## config.mk

```make
export PLATFORM = sky130hd
export DESIGN_NAME = pspi_rx_shifter
export DESIGN_NICKNAME = d
export VERILOG_FILES = /design/src/rtl/pspi_rx_shifter.sv
export SDC_FILE = /design/constraint.sdc
export NUM_CORES = 1
export LEC_CHECK = 0
export ABC_CLOCK_PERIOD_IN_PS = 2300
export CAP_MARGIN = 20
export CORE_ASPECT_RATIO = 1.25
export CORE_MARGIN = 5
export CORE_UTILIZATION = 40
export CTS_CLUSTER_DIAMETER = 30
export CTS_CLUSTER_SIZE = 10
export DETAILED_ROUTE_END_ITERATION = 8
export MAX_ROUTING_LAYER = met4
export PLACE_DENSITY = 0.6
export SETUP_SLACK_MARGIN = 0.3
export SLEW_MARGIN = 20
export SYNTH_ARGS = -nofsm -noshare
export SYNTH_HDL_FRONTEND = slang
export SYNTH_SLANG_ARGS = --single-unit
```

## constraint.sdc

```tcl
create_clock -name clk_i -period 2.3 [get_ports clk_i]
set_input_delay 0.345 -clock clk_i [delete_from_list [all_inputs] [get_ports clk_i]]
set_output_delay 0.345 -clock clk_i [all_outputs]
set_load 0.05 [all_outputs]
```

## src/rtl/pspi_rx_shifter.sv

```systemverilog
// pspi_rx_shifter: serial-to-parallel receive shifter for a peripheral SPI (MISO) stream
//
// Receives DATA_W data bits, an optional parity bit and GUARD_BITS ignored
// idle slots, one per bit_en_i strobe. It then commits the word to pout_o
// with a data_valid_o / rd_ack_i handshake.
//
// Parameters
//   DATA_W      data bits per frame (2..32)
//   MSB_FIRST   1: first received bit lands in pout_o[DATA_W-1], 0: in pout_o[0]
//   PARITY_MODE 0: none, 1: even, 2: odd
//   GUARD_BITS  ignored bit slots after the parity/last data bit (0..3)
//   AUTO_START  1: frames follow back-to-back, 0: each frame needs frame_start_i
//
// Ports
//   clk_i          single clock, rising edge
//   rst_ni         asynchronous active-low reset
//   bit_en_i       one-clk strobe marking a valid sample of din_i
//   din_i          serial data
//   frame_start_i  arms reception from IDLE
//   rd_ack_i       consumer has taken pout_o
//   pout_o         last committed word
//   data_valid_o   pout_o holds an unacknowledged word
//   par_err_o      parity error of the word in pout_o
//   overrun_o      sticky: a completed frame was dropped
//   busy_o         receiver is not in IDLE
module pspi_rx_shifter #(
    parameter int DATA_W      = 8,
    parameter int MSB_FIRST   = 1,
    parameter int PARITY_MODE = 2,
    parameter int GUARD_BITS  = 1,
    parameter int AUTO_START  = 1
) (
    input  logic              clk_i,
    input  logic              rst_ni,
    input  logic              bit_en_i,
    input  logic              din_i,
    input  logic              frame_start_i,
    input  logic              rd_ack_i,
    output logic [DATA_W-1:0] pout_o,
    output logic              data_valid_o,
    output logic              par_err_o,
    output logic              overrun_o,
    output logic              busy_o
);

    typedef enum logic [1:0] {S_IDLE, S_DATA, S_PARITY, S_GUARD} state_e;

    // Five bits cover both the data index (up to 31) and the guard index (up to 2).
    localparam int              CW         = 5;
    localparam logic [CW-1:0]   LAST_DATA  = CW'(DATA_W - 1);
    localparam logic [CW-1:0]   LAST_GUARD = CW'(GUARD_BITS > 0 ? GUARD_BITS - 1 : 0);
    localparam bit              HAS_PAR    = PARITY_MODE != 0;
    localparam bit              HAS_GRD    = GUARD_BITS > 0;
    // The state entered both out of reset and after every completed frame.
    localparam state_e          ST_RELOAD  = (AUTO_START != 0) ? S_DATA : S_IDLE;

    state_e              state_q, state_d;
    logic [CW-1:0]       cnt_q, cnt_d;
    logic [DATA_W-1:0]   sh_q, sh_d, sh_next, word;
    logic                perr_q, perr_d;
    logic [DATA_W-1:0]   pout_q, pout_d;
    logic                dv_q, dv_d;
    logic                pe_q, pe_d;
    logic                ov_q, ov_d;
    logic                data_x, par_bit, word_perr, commit;

    // The shift register with the current sample shifted in, in the configured order.
    assign sh_next = (MSB_FIRST != 0) ? {sh_q[DATA_W-2:0], din_i}
                                      : {din_i, sh_q[DATA_W-1:1]};

    // In PARITY the shift register already holds the full word; din_i is the parity bit.
    assign data_x  = ^sh_q ^ din_i;
    assign par_bit = (PARITY_MODE == 1) ? data_x : ~data_x;

    // Frame sequencing: the state and counter only move on bit_en_i, except for leaving IDLE.
    always_comb begin
        state_d = state_q;
        cnt_d   = cnt_q;
        sh_d    = sh_q;
        perr_d  = perr_q;
        commit  = 1'b0;
        case (state_q)
            S_IDLE: begin
                if (frame_start_i) begin
                    state_d = S_DATA;
                    cnt_d   = '0;
                end
            end
            S_DATA: begin
                if (bit_en_i) begin
                    sh_d = sh_next;
                    if (cnt_q == LAST_DATA) begin
                        cnt_d = '0;
                        if (HAS_PAR) begin
                            state_d = S_PARITY;
                        end else if (HAS_GRD) begin
                            state_d = S_GUARD;
                        end else begin
                            commit  = 1'b1;
                            state_d = ST_RELOAD;
                        end
                    end else begin
                        cnt_d = cnt_q + 1'b1;
                    end
                end
            end
            S_PARITY: begin
                if (bit_en_i) begin
                    perr_d = par_bit;
                    if (HAS_GRD) begin
                        state_d = S_GUARD;
                    end else begin
                        commit  = 1'b1;
                        state_d = ST_RELOAD;
                    end
                end
            end
            S_GUARD: begin
                if (bit_en_i) begin
                    if (cnt_q == LAST_GUARD) begin
                        cnt_d   = '0;
                        commit  = 1'b1;
                        state_d = ST_RELOAD;
                    end else begin
                        cnt_d = cnt_q + 1'b1;
                    end
                end
            end
            default: state_d = ST_RELOAD;
        endcase
    end

    // The word being committed.
    // - If the frame ends in DATA, the final sample is still on din_i.
    // - If the frame ends in PARITY, the parity result is still combinational.
    // - perr_q stays 0 forever when parity is disabled.
    assign word      = (state_q == S_DATA) ? sh_next : sh_q;
    assign word_perr = (state_q == S_PARITY) ? par_bit : perr_q;

    // Output handshake.
    // - An acknowledge on the commit edge frees the holding slot for the new word.
    // - Otherwise a pending word makes the new one drop and raises overrun.
    always_comb begin
        pout_d = pout_q;
        pe_d   = pe_q;
        dv_d   = dv_q;
        ov_d   = ov_q;
        if (commit && (!dv_q || rd_ack_i)) begin
            pout_d = word;
            pe_d   = word_perr;
            dv_d   = 1'b1;
            ov_d   = 1'b0;
        end else if (commit) begin
            ov_d   = 1'b1;
        end else if (rd_ack_i && dv_q) begin
            dv_d   = 1'b0;
            ov_d   = 1'b0;
        end
    end

    always_ff @(posedge clk_i or negedge rst_ni) begin
        if (!rst_ni) begin
            state_q <= ST_RELOAD;
            cnt_q   <= '0;
            sh_q    <= '0;
            perr_q  <= 1'b0;
            pout_q  <= '0;
            dv_q    <= 1'b0;
            pe_q    <= 1'b0;
            ov_q    <= 1'b0;
        end else begin
            state_q <= state_d;
            cnt_q   <= cnt_d;
            sh_q    <= sh_d;
            perr_q  <= perr_d;
            pout_q  <= pout_d;
            dv_q    <= dv_d;
            pe_q    <= pe_d;
            ov_q    <= ov_d;
        end
    end

    assign pout_o       = pout_q;
    assign data_valid_o = dv_q;
    assign par_err_o    = pe_q;
    assign overrun_o    = ov_q;
    assign busy_o       = state_q != S_IDLE;

endmodule

```

* Word level (Yosys, flattened, before mapping)
Cells that the tools add are included.
** Operators by class
- Add/subtract/negate cells :: 1
- Eq/ne operators :: 11
- Mux-type cells :: 23
- Bitwise logic cells :: 2
- Reduce and logical (&&, ||, !) cells :: 16
** Operators by type and width (number)
- two-way mux 5 bit :: 5
- one-hot mux 5 bit (3 select lines) :: 1
- two-way mux 2 bit :: 6
- inequality test 2 bit, second input constant :: 6
- two-way mux 1 bit :: 9
- two-way mux 8 bit :: 1
- one-hot mux 2 bit (4 select lines) :: 1
- parity 8 bit :: 1
- AND reduction 2 bit :: 3
- AND reduction 6 bit :: 1
- nonzero test 3 bit :: 2
- adder 5 x 1 -> 5 bit, second input constant :: 1
- == test 5 x 3 -> 1 bit, second input constant :: 1
- logical NOT 5 bit :: 1
- == test 2 bit, second input constant :: 2
- AND reduction 4 bit :: 1
- nonzero test 2 bit :: 2
- == test 2 x 1 -> 1 bit, second input constant :: 1
- logical AND 1 bit :: 2
- logical NOT 2 bit :: 1
- inequality test 2 x 1 -> 1 bit, second input constant :: 1
- logical NOT 1 bit :: 1
- logical OR 1 bit :: 1
- NOT 1 bit :: 1
- bitwise XOR 1 bit :: 1
** Word-level totals
- Register bits after elaboration :: 27
- Output and inout bits :: 12
- Word-level logic and storage cells :: 61

* Logic depth before layout (Yosys ltp)
- Depth after elaboration :: 7
- Gate-level depth with buffers :: 8

* Worst setup path after synthesis
Ideal clock, no wire load.
- Kind :: flip-flop to flip-flop
- Start point :: register cnt_q[0]
- End point :: register state_q[1]
- Library setup time :: 0.125 ns
- Arrival :: 1.821 ns
- Required time :: 2.175 ns
- Setup slack :: 0.354 ns
- Cell stages (with the launch flop) :: 7
- Buffers on the path :: 0
- Period minus slack after synthesis :: 1.946 ns
- Cell sequence :: dfrtp_1 -> inv_1 -> ha_1 -> or4b_4 -> a21o_1 -> a21oi_1 -> mux2_2
** On the way
- Cells in the longest elaborated chain, start to end :: 3
** RTL lines
- start, declared :: line 58 : logic [CW-1:0] cnt_q, cnt_d;
- start signal, assigned :: line 173 : cnt_q <= cnt_d;
- == test 5 x 3 -> 1 bit or logical NOT 5 bit (tied branches) :: line 92, 120
- inequality test 2 bit (no line)
- AND reduction 6 bit (no line) (*)
- end signal, assigned :: line 172 : state_q <= state_d;
- end, declared :: line 57 : state_e state_q, state_d;
Mark *: on every way between the ends. The rest lies on a longest branch, timed or not.
A chain may end at the register's enable or synchronous reset.

* Worst setup path in the final report
- Start point :: register cnt_q[1]
- End point :: register state_q[1]
Same word-level chain as after synthesis.

==> metrics.md <==
| Metric | Value |
|---|---|
| Status | `finished, final reports clean` |
| F_max | `0.512 GHz` |
| Die Y | `between 70 and 80 um` |
| Final net count | `roughly 170` |
| Placer Congestion | `0.903` |
| Dpl ws | `just over 0.2 ns` |
| Starting Density | `0.412` |
| Final Instance Area | `0.00176 mm^2` |
| Total CTS buffers | `3` |
| CP Launch Type | `flop` |
| Global Route Usage Sum | `0.129` |
| Most common cell after layout, fill and taps aside | `dfrtp_1` |
| Antenna diodes | `0` |
| Worst slew pin tran | `0.507 ns` |
| RSZ-0062 raised after global routing | `true` |
| Root Buffer | `clkbuf_8` |
| Vias in the first global route | `1078` |
| Syn Std Cell Area | `0.00144 mm^2` |
| Hold WC Path Type | `input port to asynchronous set/reset pin` |
| Buffers added on ports | `17` |
| Congestion Overflow GR | `0` |
| DP Wirelength | `2070 um` |
| Clock sink total | `27` |
| Final slew viol count | `0` |
| DR vias | `approximately 1000` |
| Clock skew | `0.00228 ns` |
| Final setup fails | `0` |
| Worst EP required | `2.47 ns` |
| Most frequent cells in the layout | `dfrtp_1, clkdlybuf4s50_1, a21oi_1` |
| Post-synthesis cell type count | `32` |
| Setup TNS | `0 ns` |
| Top Ports | `18` |
| Sequential area share after synthesis | `0.471` |
| Tmin final | `1.95 ns` |
| Die width | `around 64 um` |
| Worst-skew pair later-pin latency | `0.27 ns` |
| Site row count | `24` |
| Placed instance area | `0.00166 mm^2` |
| Hold Slack | `0.433 ns` |
| Global-route wire length before repair | `5040 um` |
| Syn nets | `147` |
| DR vias/cell | `5.25` |
| Critical path class | `flop to flop` |
| Post-route DRC | `0` |
| Final worst setup slack | `~0.35 ns` |
| CTS H-tree lvls | `1` |
| Setup crit end kind | `flop` |
| Initial detailed-routing violation count | `83` |
| Data arrival time of the critical path | `2.12 ns` |
| Initial antenna violation count | `0` |
| FF+latch count, synth | `27` |
| Final hold vios | `0` |
| Max-cap check violation count | `0` |
| Area occupied by multi-input gates | `717 um^2` |
| Final period util | `0.850` |
| Routed len/inst | `about 14 um` |
| First-pass DRT Iterations | `4` |
| Area of the die | `0.00490 mm^2` |
| Final Routed Wirelength | `2790 um` |
| Area grow syn2layout | `22.4%` |
| Cell count after synthesis | `133` |
| Final ANT Viol Nets | `0` |
| Sequential cell area | `about 680 um^2` |
| Ys Warns | `0` |
| Post-Syn Area per Cell | `around 11 um^2` |
| Clock Path Buffers | `2` |
| Placeable Area | `0.00348 mm^2` |
| # hold bufs at CTS | `0` |
| Largest net degree at the start of global routing | `28` |
| CTS tree | `built` |
| Worst-path fanout max | `5` |
| # fillers | `326` |
| Clk slew on worst S/H paths | `around 0.09 ns` |
| Max_slew headroom | `0.661` |
| Share of post-route cells with drive strength above 1 | `0.176` |
==> Yosys cell counts, drive strengths merged <==
master | number | share of area
or4b | 2 | 0.017
o22ai | 2 | 0.0087
o21ai | 4 | 0.014
xor2 | 1 | 0.0061
o21a | 1 | 0.0052
o211ai | 1 | 0.0052
nor2b | 1 | 0.0044
a31oi | 3 | 0.013
mux2i | 9 | 0.063
nor2 | 10 | 0.026
nor3 | 4 | 0.017
o21bai | 1 | 0.0052
dfrtp | 26 | 0.45
a21o | 2 | 0.010
xnor2 | 5 | 0.030
clkbuf | 2 | 0.0052
nor4b | 1 | 0.0061
nand2 | 4 | 0.010
buf | 2 | 0.010
or2 | 1 | 0.0044
a21oi | 12 | 0.042
nand2b | 4 | 0.017
inv | 9 | 0.024
ha | 8 | 0.070
mux2 | 9 | 0.071
nand3b | 1 | 0.0052
nand3 | 4 | 0.014
dfstp | 1 | 0.018
nand4 | 2 | 0.0087
xnor3 | 1 | 0.016
==> layout make-up <==
class	count	share of cell area
Sequential cell	27	0.385
Inverter	9	0.0192
Clock inverter	1	0.00285
Clock buffer	3	0.0235
Multi-Input combinational cell	93	0.408
Tap cell	39	0.0278
Timing Repair Buffer	26	0.134
==> sequential cells by signal, indices dropped and copies added (netlist names) <==
| name | flops |
|---|---|
| par_err_o | 1 |
| sh_q | 8 |
| pout_o | 8 |
| cnt_q | 5 |
| overrun_o | 1 |
| state_q | 2 |
| perr_q | 1 |
| data_valid_o | 1 |
==> cell families (layout without fill, tap and decap cells) <==
logic type	after synthesis	count (layout)	synth area share
buffers and inverters	13	39	0.0392
flip-flops	27	27	0.471
XOR/XNOR	7	7	0.0523
AO/OA/AOI/OAI	26	26	0.104
adder cells (fa/ha/maj)	8	8	0.0697
multiplexers	18	18	0.133
AND/OR/NAND/NOR	34	34	0.131
==> worst max-delay path, stage by stage, from the launching register on <==
cell	delay, ns
dfrtp_1	0.40
inv_1	0.07
ha_1	0.13
or4b_4	0.50
a21o_1	0.23
a21oi_2	0.20
mux2_4	0.32
==> worst paths after layout <==
| check | endpoint | from | depth (start not counted) | slack, ns |
|---|---|---|---|---|
| min in group clk_i | overrun_o | overrun_o | 1 | 0.50 |
| max in group asynchronous | state_q[0] | rst_ni | 2 | 1.56 |
| hold reg to reg | overrun_o | overrun_o | 1 | 0.50 |
| setup reg to reg | state_q[1] | cnt_q[1] | 6 | 0.35 |
| hold / removal | data_valid_o | rst_ni | 2 | 0.43 |
| setup / recovery | state_q[1] | cnt_q[1] | 6 | 0.35 |
==> per-layer routing <==
layer | vias to the layer above | GRT usage | wire [um]
met1 | 509 | 0.163 | 1240
met2 | 13 | 0.209 | 1460
met5 | - | - | 0
met4 | 0 | 0.0374 | 25
met3 | 4 | 0.0249 | 67
li1 | 514 | - | -
==> what timing repair did <==
action,CTS,global route
gates resized for setup,2,1
buffers inserted,2,3
pin swaps,2,3
setup endpoints to repair,2,5
==> metrics by stage <==
stage,util,std cells
3_5_place_dp,0.477,189
3_3_place_gp,0.477,189
5_1_grt,0.505,198
6_report,0.505,198
2_1_floorplan,-,133
4_1_cts,0.497,195
Power is left out: the tool's default activity adds up to more than one toggle a clock period on the data nets, which glitch-free logic cannot reach.
